File: config.mk
export PLATFORM = sky130hd
export DESIGN_NAME = axi4_wr_resp_tracker
export DESIGN_NICKNAME = d
export VERILOG_FILES = /design/src/rtl/axi4_wr_resp_tracker_pkg.sv /design/src/rtl/axi4_id_fifo.sv /design/src/rtl/axi4_wr_resp_tracker.sv
export SDC_FILE = /design/constraint.sdc
export NUM_CORES = 1
export LEC_CHECK = 0
export BUFFER_PORTS_ARGS = -buffer_cell sky130_fd_sc_hd__clkbuf_2
export CORE_UTILIZATION = 40
export DETAILED_ROUTE_END_ITERATION = 8
export SYNTH_ARGS = -nofsm -noshare
export SYNTH_HDL_FRONTEND = slang
export SYNTH_SLANG_ARGS = --single-unit
File: constraint.sdc
create_clock -name axi_aclk -period 6.7 [get_ports axi_aclk]
set_input_delay 1.005 -clock axi_aclk [delete_from_list [all_inputs] [get_ports axi_aclk]]
set_output_delay 1.005 -clock axi_aclk [all_outputs]
set_load 0.03 [all_outputs]
File: src/rtl/axi4_wr_resp_tracker_pkg.sv
// Shared AXI write-response definitions: BRESP encodings and tracker FSM states.
package axi4_wr_resp_tracker_pkg;

  typedef enum logic [1:0] {
    RESP_OKAY   = 2'd0,
    RESP_EXOKAY = 2'd1,
    RESP_SLVERR = 2'd2,
    RESP_DECERR = 2'd3
  } axi_resp_e;

  typedef enum logic [1:0] {
    ST_IDLE   = 2'd0,
    ST_ACTIVE = 2'd1,
    ST_ERROR  = 2'd2
  } trk_state_e;

  function automatic logic is_err_resp(input logic [1:0] r);
    return (r == RESP_SLVERR) || (r == RESP_DECERR);
  endfunction

endpackage

File: src/rtl/axi4_id_fifo.sv
// Synchronous ID FIFO holding the AWIDs of issued bursts in issue order.
module axi4_id_fifo #(
  parameter int W     = 4,
  parameter int DEPTH = 16
) (
  input  logic         clk,
  input  logic         rst_n,
  input  logic         push_i,
  input  logic         pop_i,
  input  logic [W-1:0] din_i,
  output logic [W-1:0] head_o,
  output logic         empty_o,
  output logic         full_o
);
  localparam int AW = $clog2(DEPTH);

  logic [W-1:0]  mem_q [DEPTH];
  logic [AW-1:0] wptr_q, rptr_q;
  logic [AW:0]   cnt_q;
  logic          do_push, do_pop;

  assign empty_o = (cnt_q == '0);
  assign full_o  = (cnt_q == (AW+1)'(DEPTH));
  assign head_o  = mem_q[rptr_q];
  assign do_push = push_i && !full_o;
  assign do_pop  = pop_i && !empty_o;

  // Storage needs no reset: a word is only read after it has been written.
  always_ff @(posedge clk) begin
    if (do_push) mem_q[wptr_q] <= din_i;
  end

  always_ff @(posedge clk or negedge rst_n) begin
    if (!rst_n) begin
      wptr_q <= '0;
      rptr_q <= '0;
      cnt_q  <= '0;
    end else begin
      if (do_push) wptr_q <= wptr_q + AW'(1);
      if (do_pop)  rptr_q <= rptr_q + AW'(1);
      cnt_q <= cnt_q + (AW+1)'(do_push) - (AW+1)'(do_pop);
    end
  end

endmodule

File: src/rtl/axi4_wr_resp_tracker.sv
// AXI4 write-response tracker: counts issued bursts, owns B acceptance,
// checks ID order / BRESP / timeout and captures the first error.
module axi4_wr_resp_tracker
  import axi4_wr_resp_tracker_pkg::*;
#(
  parameter int IDSIZE          = 4,
  parameter int MAX_OUTSTANDING = 16,
  parameter int TIMEOUT         = 1024
) (
  input  logic                               axi_aclk,
  input  logic                               axi_aresetn,
  input  logic                               axi_awvalid,
  input  logic                               axi_awready,
  input  logic [IDSIZE-1:0]                  axi_awid,
  input  logic                               axi_bvalid,
  input  logic [IDSIZE-1:0]                  axi_bid,
  input  logic [1:0]                         axi_bresp,
  output logic                               axi_bready,
  output logic                               aw_allow,
  input  logic                               clear_err,
  output logic [$clog2(MAX_OUTSTANDING):0]   outstanding,
  output logic                               idle,
  output logic                               burst_done,
  output logic                               resp_err,
  output logic                               id_err,
  output logic                               timeout_err,
  output logic [IDSIZE-1:0]                  err_id,
  output logic [1:0]                         err_resp
);
  localparam int CW = $clog2(MAX_OUTSTANDING) + 1;
  localparam int TW = $clog2(TIMEOUT + 1);

  trk_state_e        state_q;
  logic [CW-1:0]     cnt_q, cnt_d;
  logic [TW-1:0]     tmr_q, tmr_d;
  logic              idle_q, done_q;
  logic              resp_err_q, id_err_q, tmo_err_q;
  logic              resp_err_d, id_err_d, tmo_err_d, any_err_d;
  logic [IDSIZE-1:0] err_id_q, err_id_d, head;
  logic [1:0]        err_resp_q, err_resp_d;
  logic              empty, full, aw_fire, push, ovf, b_fire, id_mis, rsp_bad, tmo_evt, first;

  axi4_id_fifo #(.W(IDSIZE), .DEPTH(MAX_OUTSTANDING)) u_fifo (
    .clk    (axi_aclk),
    .rst_n  (axi_aresetn),
    .push_i (push),
    .pop_i  (b_fire),
    .din_i  (axi_awid),
    .head_o (head),
    .empty_o(empty),
    .full_o (full)
  );

  assign axi_bready = !empty;
  assign aw_allow   = (cnt_q < CW'(MAX_OUTSTANDING));
  assign aw_fire    = axi_awvalid && axi_awready;
  assign push       = aw_fire && !full;
  assign ovf        = aw_fire && full;
  assign b_fire     = axi_bvalid && !empty;
  assign id_mis     = b_fire && (axi_bid != head);
  assign rsp_bad    = b_fire && is_err_resp(axi_bresp);
  assign tmo_evt    = !b_fire && (cnt_q != '0) && (tmr_q == TW'(TIMEOUT - 1));

  always_comb begin
    cnt_d      = cnt_q + CW'(push) - CW'(b_fire);
    tmr_d      = tmr_q;
    if (b_fire || cnt_q == '0)       tmr_d = '0;
    else if (tmr_q != TW'(TIMEOUT))  tmr_d = tmr_q + TW'(1);
    // A new error in the clearing cycle survives the clear.
    resp_err_d = (resp_err_q && !clear_err) || rsp_bad;
    id_err_d   = (id_err_q   && !clear_err) || id_mis || ovf;
    tmo_err_d  = (tmo_err_q  && !clear_err) || tmo_evt;
    any_err_d  = resp_err_d || id_err_d || tmo_err_d;
    first      = clear_err || !(resp_err_q || id_err_q || tmo_err_q);
    err_id_d   = clear_err ? '0 : err_id_q;
    err_resp_d = clear_err ? '0 : err_resp_q;
    if (first) begin
      if (id_mis || rsp_bad) begin
        err_id_d   = axi_bid;
        err_resp_d = axi_bresp;
      end else if (ovf) begin
        err_id_d   = axi_awid;
        err_resp_d = RESP_OKAY;
      end else if (tmo_evt) begin
        err_id_d   = head;
        err_resp_d = RESP_OKAY;
      end
    end
  end

  always_ff @(posedge axi_aclk or negedge axi_aresetn) begin
    if (!axi_aresetn) begin
      state_q    <= ST_IDLE;
      idle_q     <= 1'b1;
      cnt_q      <= '0;
      tmr_q      <= '0;
      done_q     <= 1'b0;
      resp_err_q <= 1'b0;
      id_err_q   <= 1'b0;
      tmo_err_q  <= 1'b0;
      err_id_q   <= '0;
      err_resp_q <= '0;
    end else begin
      if (any_err_d)           state_q <= ST_ERROR;
      else if (cnt_d == '0)    state_q <= ST_IDLE;
      else                     state_q <= ST_ACTIVE;
      idle_q     <= !any_err_d && (cnt_d == '0);
      cnt_q      <= cnt_d;
      tmr_q      <= tmr_d;
      done_q     <= b_fire && !is_err_resp(axi_bresp);
      resp_err_q <= resp_err_d;
      id_err_q   <= id_err_d;
      tmo_err_q  <= tmo_err_d;
      err_id_q   <= err_id_d;
      err_resp_q <= err_resp_d;
    end
  end

  assign outstanding = cnt_q;
  assign idle        = idle_q;
  assign burst_done  = done_q;
  assign resp_err    = resp_err_q;
  assign id_err      = id_err_q;
  assign timeout_err = tmo_err_q;
  assign err_id      = err_id_q;
  assign err_resp    = err_resp_q;

endmodule

==> impl_results.rst, run 1 <==
.. list-table::
   :header-rows: 1

   * - Metric
     - Value
   * - WP data required
     - about 7.0 ns
   * - Max-slew headroom
     - 31.9%
   * - Biggest area contributors in the synthesized netlist
     - sky130_fd_sc_hd__edfxtp_1 39%, sky130_fd_sc_hd__dfrtp_1 20%, sky130_fd_sc_hd__ha_1 4.9%, sky130_fd_sc_hd__xnor2_1 3.4%, sky130_fd_sc_hd__mux4_1 3.2%
   * - Post-CTS Setup Repair Bufs
     - 0
   * - Number of buffers added on ports
     - 33
   * - Number of synthesized flops with an enable pin
     - between 60 and 70
   * - Fmax achieved
     - 288 MHz
   * - Setup repair after global routing missed its margin
     - no
   * - Number of buffers on the longest clock path
     - 2
   * - Startpoint of the worst register-to-register path
     - u_fifo.cnt_q[2]
   * - Nets in the synthesized netlist
     - 407
   * - Clock transition at the registers of the reported paths
     - ~0.070 ns
   * - Clk Tree Root Cell
     - sky130_fd_sc_hd__clkbuf_16
   * - Maximum vdd ir drop
     - 138 µV
   * - Final cycle utilization of the critical path
     - about half
   * - Mean post-synth cell area
     - 13.2 µm²
   * - Number of standard-cell rows in the floorplan
     - 40
   * - Final HPWL from detailed placement
     - 6580 µm
   * - Leakage power summed over all cells
     - 2.17 nW
   * - Via density per instance
     - 5.28
   * - Worst skew pair latency
     - between 0.3 and 0.4 ns
   * - Final antenna-violating net count
     - 0
   * - Internal power summed over all cells
     - 1.44 mW
   * - CTS sink count
     - 104
   * - Endpoint arrival time on the critical path
     - 3.73 ns
   * - Post-DP Area
     - about 0.0052 mm²
   * - Outcome
     - complete, no violations
   * - Library cell with the largest summed area after synthesis
     - sky130_fd_sc_hd__edfxtp_1
   * - 1st-pass router iterations
     - 4
   * - P per Cell Area
     - 410 mW/mm²
   * - Crit path max fanout
     - 10
   * - Tightest Pin Transition
     - approximately 1 ns
   * - Final Hold Fails
     - 0
   * - Critical Path Start
     - u_fifo.cnt_q[2]
   * - Flops & latches, synth
     - 104
   * - Total of endpoints with negative setup slack in the final report
     - 0
   * - Switch Pwr
     - 0.807 mW
   * - Post-CTS sizing
     - 0
   * - CTS HTree Levels
     - 3
   * - Share of flip-flops with an asynchronous set or reset
     - 38.5%
   * - Die span in y
     - 113 µm
   * - Yosys warning count
     - 0
   * - End of the worst register-to-register path
     - idle
   * - Netlist Area Pre-Place
     - 0.00489 mm²
   * - Number of maximum-capacitance constraint violations
     - 0
   * - Initial Util
     - 40.9%
   * - Synth-to-Final Area Change
     - 11.8%
   * - Initial antenna violation count
     - 0
   * - Number of violations reported at the end of detailed-routing iteration 0
     - 143
   * - Most frequent standard cell in the layout excluding fill and tap cells
     - sky130_fd_sc_hd__edfxtp_1
   * - Crit start category
     - flip-flop
   * - Final weighted congestion of routability-driven global placement
     - 0.775
   * - Core Area
     - 0.0120 mm²
   * - Final worst hold slack
     - 0.474 ns
   * - Routed via count
     - 2940
   * - Routed wirelength normalized by instance count
     - 16.7 µm
   * - Fillcell total
     - between 1000 and 1500
   * - Count of distinct cell types in the synthesized netlist
     - 52
   * - Sw Share
     - 36.0%
   * - Overall die area
     - 0.0127 mm²
   * - Count of final max-slew check failures
     - 0
   * - Top library cells by usage in the layout, fill and taps aside
     - 64 x sky130_fd_sc_hd__edfxtp_1, 39 x sky130_fd_sc_hd__dfrtp_1, 33 x sky130_fd_sc_hd__nor2_1, 33 x sky130_fd_sc_hd__clkbuf_2, 30 x sky130_fd_sc_hd__inv_1
   * - Antenna cell count
     - 0
   * - Post-route design area
     - about 0.0055 mm²
   * - Proportion of layout cells with a drive suffix above 1
     - 14.9%
   * - Overflow after GRT
     - 0
   * - Top-area cell type share of the netlist area
     - roughly 39%
   * - Cell count after synthesis
     - 370
   * - Gate power share
     - 37.0%
   * - Sequential Power Share
     - 40.2%
   * - Startpoint-to-endpoint class of the critical path
     - flip-flop to flip-flop
   * - Total negative setup slack
     - 0 ns
   * - Wire length of the first global-routing pass
     - 14900 µm
   * - Number of nets at the end of the flow
     - 442
   * - Worst R2R Setup Slack
     - 3.22 ns
   * - Post-detailed-routing wire length
     - 9310 µm
   * - Type of the most critical hold path
     - flip-flop to flip-flop
   * - Post-Route Skew
     - 0.00691 ns
   * - Via count of the first global-routing pass
     - 2932
   * - Horizontal die dimension
     - 113 µm
   * - Ports
     - 34
   * - R2r worst-path depth
     - 16
   * - Pin count of the biggest net entering global routing
     - 41
   * - Hold Buf Count CTS
     - 0
   * - Clock tree from TritonCTS
     - yes
   * - Clock group share of total power
     - 22.7%
   * - Clock buffer count from CTS
     - 9
   * - Final routed DRC violation total
     - 0
   * - Sequential share of the synthesized area
     - 59.8%
   * - Most used flip-flop cell after synthesis
     - sky130_fd_sc_hd__edfxtp_1
   * - Capture point of the critical path
     - idle
   * - Overall global routing resource usage
     - between 10% and 20%
   * - Final critical-path required period
     - 3.48 ns
   * - Type of element capturing the critical path
     - flip-flop
==> worst min path at each step <==
stage,start,to,depth (start not counted)
2_1_floorplan,u_fifo.rptr_q[2],u_fifo.rptr_q[2],1
3_3_place_gp,u_fifo.rptr_q[0],u_fifo.rptr_q[0],1
3_5_place_dp,u_fifo.rptr_q[0],u_fifo.rptr_q[0],1
4_1_cts,u_fifo.rptr_q[0],u_fifo.rptr_q[0],1
5_1_grt,u_fifo.rptr_q[0],u_fifo.rptr_q[0],1
6_report,u_fifo.rptr_q[0],u_fifo.rptr_q[0],1
==> power by group through the flow <==
stage | combinational [mW] | sequential, mW | clock [mW]
after CTS | 0.841 | 0.905 | 0.520
final | 0.831 | 0.902 | 0.510
after detailed placement | 0.837 | 0.918 | 0
after floorplan | 0.634 | 0.933 | 0
after global placement | 0.819 | 0.915 | 0
after global routing | 0.918 | 0.922 | 0.545
==> cells in the mapped netlist, types with 2 or more instances <==
library cell,count
sky130_fd_sc_hd__a21o_1,3
sky130_fd_sc_hd__a21oi_1,10
sky130_fd_sc_hd__a221oi_1,8
sky130_fd_sc_hd__a22oi_1,2
sky130_fd_sc_hd__a31o_2,3
sky130_fd_sc_hd__and3_1,2
sky130_fd_sc_hd__buf_1,3
sky130_fd_sc_hd__clkbuf_1,4
sky130_fd_sc_hd__clkinv_1,2
sky130_fd_sc_hd__dfrtp_1,39
sky130_fd_sc_hd__edfxtp_1,64
sky130_fd_sc_hd__fa_1,2
sky130_fd_sc_hd__ha_1,19
sky130_fd_sc_hd__inv_1,30
sky130_fd_sc_hd__mux2_2,2
sky130_fd_sc_hd__mux2i_1,14
sky130_fd_sc_hd__mux4_1,6
sky130_fd_sc_hd__mux4_2,6
sky130_fd_sc_hd__nand2_1,25
sky130_fd_sc_hd__nand2b_1,3
sky130_fd_sc_hd__nand3_1,8
sky130_fd_sc_hd__nand4_1,3
sky130_fd_sc_hd__nor2_1,33
sky130_fd_sc_hd__nor3_1,9
sky130_fd_sc_hd__nor4b_1,5
sky130_fd_sc_hd__o21ai_0,11
sky130_fd_sc_hd__o22ai_1,2
sky130_fd_sc_hd__or2_1,3
sky130_fd_sc_hd__or3_1,3
sky130_fd_sc_hd__xnor2_1,19
sky130_fd_sc_hd__xor2_1,6
==> flip-flops by register name (all words and copies together) (netlist names) <==
signal         cells
u_fifo.mem_q      64
tmr_q             11
outstanding        5
u_fifo.cnt_q       5
err_id             4
u_fifo.rptr_q      4
u_fifo.wptr_q      4
err_resp           2
burst_done         1
id_err             1
idle               1
resp_err           1
timeout_err        1
==> stage by stage <==
step | setup WS (ns) | utilization (%) | power (mW) | std cells
global route | 3.02 | 45.7 | 2.39 | 557
detailed placement | 3.11 | 43.4 | 1.76 | 541
CTS | 3.21 | 45.7 | 2.27 | 557
global placement | 3.20 | 43.4 | 1.73 | 541
floorplan | 3.39 | - | 1.57 | 370
finish | 3.22 | 45.7 | 2.24 | 557
==> layer usage <==
| metal | part of all wire (%) | global-route usage [%] |
|---|---|---|
| met4 | 2.0 | 7.56 |
| met1 | 47 | 20.0 |
| met5 | 0 | 0 |
| met2 | 48 | 26.0 |
| met3 | 3.1 | 3.67 |
==> worst max-delay path: stages (launching register included) <==
cell and delay [ns]:
sky130_fd_sc_hd__dfrtp_1 0.38, sky130_fd_sc_hd__inv_1 0.08, sky130_fd_sc_hd__ha_1 0.15, sky130_fd_sc_hd__or4b_1 0.47
sky130_fd_sc_hd__nand2_1 0.35, sky130_fd_sc_hd__inv_1 0.24, sky130_fd_sc_hd__ha_1 0.33, sky130_fd_sc_hd__inv_1 0.05
sky130_fd_sc_hd__ha_1 0.15, sky130_fd_sc_hd__inv_1 0.05, sky130_fd_sc_hd__fa_1 0.40, sky130_fd_sc_hd__inv_1 0.07
sky130_fd_sc_hd__a21oi_1 0.05, sky130_fd_sc_hd__nor2_1 0.09, sky130_fd_sc_hd__nor2_1 0.06, sky130_fd_sc_hd__xnor2_1 0.14
sky130_fd_sc_hd__nor4b_1 0.31
==> cells by family after synthesis <==
| kind of cell | count (synthesis) | synth area share, % |
|---|---|---|
| AOI/OAI and AO/OA | 48 | 6.67 |
| xor gates and xnor gates | 25 | 4.47 |
| adders and majority gates | 21 | 5.68 |
| buffers and inverters | 42 | 3.73 |
| DFF | 104 | 59.8 |
| muxes | 28 | 9.31 |
| and+or+nand+nor | 102 | 10.4 |
==> layout make-up <==
class                   instances  area (µm²)  area share, %
flip-flops and latches        104        2920           53.5
multi-input cells             224        1790           32.7
clock buffers                  11         233           4.26
well taps                     147         184           3.36
repair buffers                 34         173           3.16
inverters                      32         120           2.20
clock inverters                 5        48.8          0.892
No activity file was read; power rests on OpenSTA's default activity.
==> run 2: changes to the inputs <==
==> constraint.sdc (replaced) <==
create_clock -name axi_aclk -period 3.4 [get_ports axi_aclk]
set_input_delay 0.51 -clock axi_aclk [delete_from_list [all_inputs] [get_ports axi_aclk]]
set_output_delay 0.51 -clock axi_aclk [all_outputs]
set_load 0.03 [all_outputs]
==> run 2 against run 1 <==
Sequential power rose by 98%. Final cell count up 0.72%. Combinational power rose by 97%.
==> impl_results.rst, run 2 (same netlist as run 1, synthesis figures left out) <==
.. list-table::
   :header-rows: 1

   * - Metric
     - Value
   * - Outcome
     - complete, no violations
   * - Clock transition at the registers of the reported paths
     - about 0.07 ns
   * - Number of buffers on the longest clock path
     - 2
   * - Type of element capturing the critical path
     - flip-flop
   * - End of the worst register-to-register path
     - idle
   * - Flip-flop count of the largest register, all copies and words added
     - 64
   * - Number of standard-cell rows in the floorplan
     - 40
   * - Pin count of the biggest net entering global routing
     - just over 40
   * - Total of endpoints with negative setup slack in the final report
     - 0
   * - Ports
     - 34
   * - Top cell by count, worst path
     - sky130_fd_sc_hd__inv_1
   * - CTS HTree Levels
     - 3
   * - Horizontal die dimension
     - 113 µm
   * - Crit start category
     - flip-flop
   * - Overall global routing resource usage
     - 16.2%
   * - Final antenna-violating net count
     - 0
   * - Wire length of the first global-routing pass
     - around 16000 µm
   * - Final Hold Fails
     - 0
   * - Most frequent standard cell in the layout excluding fill and tap cells
     - sky130_fd_sc_hd__edfxtp_1
   * - Setup repair after global routing missed its margin
     - no
   * - Number of violations reported at the end of detailed-routing iteration 0
     - 208
   * - Worst skew pair latency
     - 0.34 ns
   * - CP Buf/Inv Count
     - 4
   * - Synth-to-Final Area Change
     - 12.6%
   * - Type of the most critical hold path
     - primary input to async pin
   * - CTS sink count
     - ~100
   * - P per Cell Area
     - 806 mW/mm²
   * - Via density per instance
     - 5.27
   * - Final weighted congestion of routability-driven global placement
     - 0.754
   * - Post-detailed-routing wire length
     - 9310 µm
   * - Total negative setup slack
     - 0 ns
   * - Slowest-stage cell, CP
     - sky130_fd_sc_hd__or4b_1
   * - Clock buffer count from CTS
     - 9
   * - Multi-input combinational cell area
     - 0.00179 mm²
   * - Number of buffers added on ports
     - 33
   * - Count of final max-slew check failures
     - 0
   * - Core Area
     - roughly 0.012 mm²
   * - Number of nets at the end of the flow
     - 447
   * - Final worst hold slack
     - 0.331 ns
   * - Startpoint-to-endpoint class of the critical path
     - flip-flop to flip-flop
   * - Fmax achieved
     - 335 MHz
   * - Sequential cell area
     - 0.00292 mm²
   * - Initial Util
     - 40.9%
   * - Top library cells by usage in the layout, fill and taps aside
     - 64 x sky130_fd_sc_hd__edfxtp_1, 39 x sky130_fd_sc_hd__dfrtp_1, 33 x sky130_fd_sc_hd__nor2_1, 33 x sky130_fd_sc_hd__clkbuf_2, 30 x sky130_fd_sc_hd__inv_1
   * - Largest stage delay on the critical path
     - between 0.4 and 0.5 ns
   * - Initial antenna violation count
     - 0
   * - 1st-pass router iterations
     - 4
   * - Final HPWL from detailed placement
     - around 6700 µm
   * - Proportion of layout cells with a drive suffix above 1
     - 15.9%
   * - Die span in y
     - 113 µm
   * - Number of maximum-capacitance constraint violations
     - 0
   * - Leakage power summed over all cells
     - 2.19 nW
   * - Final critical-path required period
     - 2.99 ns
   * - Crit path max fanout
     - 3
   * - Maximum vdd ir drop
     - 252 µV
   * - Post-CTS Setup Repair Bufs
     - 0
   * - Routed via count
     - 2957
   * - Hold Buf Count CTS
     - 0
   * - Post-Route Utilization
     - 46.1%
   * - Final cycle utilization of the critical path
     - 87.9%
   * - Max-slew headroom
     - 31.7%
   * - Overflow after GRT
     - 0
   * - Critical Path Start
     - u_fifo.cnt_q[3]
   * - Leading registers by flop count
     - u_fifo.mem_q (64), tmr_q (11)
   * - Post-CTS sizing
     - 0
   * - Post-Route Skew
     - 0.00734 ns
   * - Clock tree from TritonCTS
     - yes
   * - Overall die area
     - ~0.013 mm²
   * - R2r worst-path depth
     - 13
   * - Routed wirelength normalized by instance count
     - 16.6 µm
   * - Largest register by flop count
     - u_fifo.mem_q
   * - WP data required
     - 3.65 ns
   * - Cell type group with the largest total delay on the critical path
     - simple AND/OR/NAND/NOR gates
   * - Final routed DRC violation total
     - 0
   * - Tightest Pin Transition
     - 1.02 ns
   * - Fillcell total
     - 1070
   * - Antenna cell count
     - 0
   * - Startpoint of the worst register-to-register path
     - u_fifo.cnt_q[3]
   * - Worst R2R Setup Slack
     - a little over 0.4 ns
   * - Via count of the first global-routing pass
     - a little under 3000
   * - Sequence of cells on the critical path
     - inv_1 > ha_1 > or4b_1 > nand2_1 > inv_1 > ha_1 > inv_1 > ha_1 > inv_1 > fa_1 > xnor2_1 > nor4_1 > nor4b_1
   * - Endpoint arrival time on the critical path
     - 3.24 ns
   * - Clk Tree Root Cell
     - sky130_fd_sc_hd__clkbuf_16
==> run 2: power breakdown <==
part | internal, mW | switching (mW) | total, mW
Sequential | 1.56 | 0.235 | 1.79
Combinational | 0.729 | 0.908 | 1.64
Clock | 0.567 | 0.449 | 1.02
==> run 2: cell type report <==
class | instances | share of cell area, %
repair buffers | 39 | 3.81
inverters | 32 | 2.18
multi-input cells | 224 | 32.4
clock inverters | 5 | 1.04
well taps | 147 | 3.34
clock buffers | 10 | 4.15
flip-flops and latches | 104 | 53.1
==> run 2: routing by layer <==
metal,routed length (µm),global-route usage (%)
met1,4380,21.9
met2,4490,25.9
met3,252,2.32
met4,185,7.47
met5,0,0
==> run 2: worst max path at each step <==
stage / to / cells past startpoint
6_report: idle / 13
5_1_grt: idle / 13
4_1_cts: idle / 13
3_5_place_dp: idle / 13
3_3_place_gp: idle / 16
2_1_floorplan: idle / 16
==> run 2: through the flow <==
step / std cells / total power, mW / area [µm²] / setup WS, ns
after global routing: 561 / 4.72 / 5510 / 0.0880
final: 561 / 4.44 / 5510 / 0.412
after CTS: 561 / 4.50 / 5510 / 0.376
after floorplan: 370 / 3.09 / 4890 / 0.0885
after global placement: 546 / 3.45 / 5230 / 0.476
after detailed placement: 546 / 3.48 / 5230 / 0.397
==> run 3: changes to the inputs <==
--- a/config.mk
+++ b/config.mk
@@ -6,8 +6,11 @@
 export NUM_CORES = 1
 export LEC_CHECK = 0
 export BUFFER_PORTS_ARGS = -buffer_cell sky130_fd_sc_hd__clkbuf_2
+export CELL_PAD_IN_SITES_DETAIL_PLACEMENT = 0
+export CELL_PAD_IN_SITES_GLOBAL_PLACEMENT = 1
 export CORE_UTILIZATION = 40
 export DETAILED_ROUTE_END_ITERATION = 8
+export PLACE_DENSITY_LB_ADDON = 0.1
 export SYNTH_ARGS = -nofsm -noshare
 export SYNTH_HDL_FRONTEND = slang
 export SYNTH_SLANG_ARGS = --single-unit
==> run 3 against run 2 <==
Wire length is 7.6% higher. Global-route usage is 1.1 points higher. Clock skew is 0.0030 ns higher. Critical path depth stayed put. Flip-flop and latch count stayed put. Combinational power hardly changed. Worst hold slack worse by 0.080 ns. Sequential power hardly changed. Total power is 4.6% higher. Highest routed layer unchanged. Fmax is 1.3% lower.
==> impl_results.rst, run 3 (same netlist as run 1, synthesis figures left out) <==
.. list-table::
   :header-rows: 1

   * - Metric
     - Value
   * - Outcome
     - complete, no violations
   * - Worst R2R Setup Slack
     - 0.37 ns
   * - Fillcell total
     - 1077
   * - Final weighted congestion of routability-driven global placement
     - 0.738
   * - Final routed DRC violation total
     - 0
   * - CTS sink count
     - 104
   * - Routed via count
     - 2952
   * - Wire length of the first global-routing pass
     - 16400 µm
   * - Worst skew pair latency
     - 0.35 ns
   * - Leading registers by flop count
     - u_fifo.mem_q (64), tmr_q (11)
   * - Core Area
     - 0.0120 mm²
   * - Routed wirelength normalized by instance count
     - between 15 and 20 µm
   * - Clock group share of total power
     - 25.7%
   * - Top library cells by usage in the layout, fill and taps aside
     - 64 x sky130_fd_sc_hd__edfxtp_1, 39 x sky130_fd_sc_hd__dfrtp_1, 33 x sky130_fd_sc_hd__nor2_1, 33 x sky130_fd_sc_hd__clkbuf_2, 30 x sky130_fd_sc_hd__inv_1
   * - Horizontal die dimension
     - 113 µm
   * - Overall global routing resource usage
     - between 10% and 20%
   * - Final worst hold slack
     - 0.251 ns
   * - CTS HTree Levels
     - 3
   * - Flip-flop count of the largest register, all copies and words added
     - 64
   * - Proportion of layout cells with a drive suffix above 1
     - 17.0%
   * - Post-Route Skew
     - 0.0104 ns
   * - Final cycle utilization of the critical path
     - 89.0%
   * - Final antenna-violating net count
     - 0
   * - Via count of the first global-routing pass
     - 2949
   * - Number of buffers on the longest clock path
     - 2
   * - Count of final max-slew check failures
     - 0
   * - Type of element capturing the critical path
     - flip-flop
   * - 1st-pass router iterations
     - 4
   * - Sw Share
     - 35.0%
   * - Pin count of the biggest net entering global routing
     - 31
   * - Crit path max fanout
     - 3
   * - Number of violations reported at the end of detailed-routing iteration 0
     - 220
   * - Max-slew headroom
     - 45.3%
   * - Initial antenna violation count
     - 0
   * - Most frequent standard cell in the layout excluding fill and tap cells
     - sky130_fd_sc_hd__edfxtp_1
   * - Fmax achieved
     - 330 MHz
   * - Number of buffers added on ports
     - 33
   * - Crit start category
     - flip-flop
   * - Final HPWL from detailed placement
     - ~7200 µm
   * - Antenna cell count
     - 0
   * - Hold Buf Count CTS
     - 0
   * - Die span in y
     - 113 µm
   * - Sequential Power Share
     - 38.4%
   * - Gate power share
     - 35.9%
   * - Post-CTS Setup Repair Bufs
     - 0
   * - Leakage power summed over all cells
     - 2.24 nW
   * - WP data required
     - approximately 3.6 ns
   * - Synth-to-Final Area Change
     - 14.3%
   * - Switch Pwr
     - 1.63 mW
   * - Type of the most critical hold path
     - primary input to async pin
   * - Overall die area
     - 0.0127 mm²
   * - P per Cell Area
     - 831 mW/mm²
   * - Startpoint-to-endpoint class of the critical path
     - flip-flop to flip-flop
   * - Total negative setup slack
     - 0 ns
   * - Final critical-path required period
     - 3.03 ns
   * - Largest register by flop count
     - u_fifo.mem_q
   * - Internal power summed over all cells
     - just over 3 mW
   * - Ports
     - 34
   * - Clk Tree Root Cell
     - sky130_fd_sc_hd__clkbuf_16
   * - Final Hold Fails
     - 0
   * - Number of standard-cell rows in the floorplan
     - 40
   * - Initial Util
     - around two fifths
   * - Post-detailed-routing wire length
     - 10000 µm
   * - Tightest Pin Transition
     - 0.821 ns
   * - Number of maximum-capacitance constraint violations
     - 0
   * - Endpoint arrival time on the critical path
     - 3.27 ns
   * - Via density per instance
     - 5.22
   * - Maximum vdd ir drop
     - 306 µV
   * - Setup repair after global routing missed its margin
     - no
   * - Clock buffer count from CTS
     - 9
   * - Post-CTS sizing
     - 0
   * - Number of nets at the end of the flow
     - between 400 and 500
   * - Total of endpoints with negative setup slack in the final report
     - 0
   * - Overflow after GRT
     - 0
   * - Clock transition at the registers of the reported paths
     - approximately 0.070 ns
   * - Clock tree from TritonCTS
     - yes
## run 3: per-layer routing
metal  track usage [%]  wire length [µm]
met1              25.7              4960
met2              25.2              4540
met3              4.37               410
met4              4.80               114
met5                 0                 0
## run 3: area by class of cell
type / instances / area, µm² / share of cell area, %
inverter: 32 / 120 / 2.15
multi-input combinational: 224 / 1790 / 31.9
clock buffer: 10 / 229 / 4.09
sequential: 104 / 2920 / 52.3
tap: 147 / 184 / 3.29
clock inverter: 6 / 116 / 2.08
timing repair buffer: 42 / 233 / 4.16
## run 3: per-stage QoR
stage / utilization [%] / area, µm² / total power [mW] / setup slack, ns / instances
floorplan: - / 4890 / 3.09 / 0.0885 / 370
global placement: 43.9 / 5250 / 3.51 / 0.461 / 549
detailed placement: 43.9 / 5250 / 3.51 / 0.409 / 549
CTS: 46.8 / 5590 / 4.72 / 0.369 / 565
global route: 46.8 / 5590 / 4.98 / 0.137 / 565
finish: 46.8 / 5590 / 4.65 / 0.373 / 565
## run 3: final timing paths
check | start | end | depth (start not counted)
worst max-delay path | u_fifo.cnt_q[3] | idle | 13
worst min-delay path | axi_aresetn | err_id[2] | 1
worst max register to register | u_fifo.cnt_q[3] | idle | 13
worst min register to register | timeout_err | timeout_err | 2
max in group asynchronous | axi_aresetn | tmr_q[6] | 2
min in group axi_aclk | axi_bresp[0] | err_resp[0] | 2
## run 3: power groups by stage
stage | Clock, mW | Combinational (mW) | Sequential (mW)
after global routing | 1.28 | 1.88 | 1.82
after global placement | 0 | 1.70 | 1.81
final | 1.19 | 1.67 | 1.79
after detailed placement | 0 | 1.69 | 1.82
after CTS | 1.23 | 1.70 | 1.79
after floorplan | 0 | 1.25 | 1.84
## run 3: worst max-delay path, stage by stage, from the launching register on
cell and delay (ns):
sky130_fd_sc_hd__dfrtp_1 0.39, sky130_fd_sc_hd__inv_1 0.08, sky130_fd_sc_hd__ha_1 0.15, sky130_fd_sc_hd__or4b_1 0.47, sky130_fd_sc_hd__nand2_1 0.11, sky130_fd_sc_hd__inv_1 0.06
sky130_fd_sc_hd__ha_1 0.28, sky130_fd_sc_hd__inv_1 0.05, sky130_fd_sc_hd__ha_1 0.15, sky130_fd_sc_hd__inv_1 0.06, sky130_fd_sc_hd__fa_1 0.40, sky130_fd_sc_hd__xnor2_1 0.17
sky130_fd_sc_hd__nor4_1 0.27, sky130_fd_sc_hd__nor4b_1 0.28
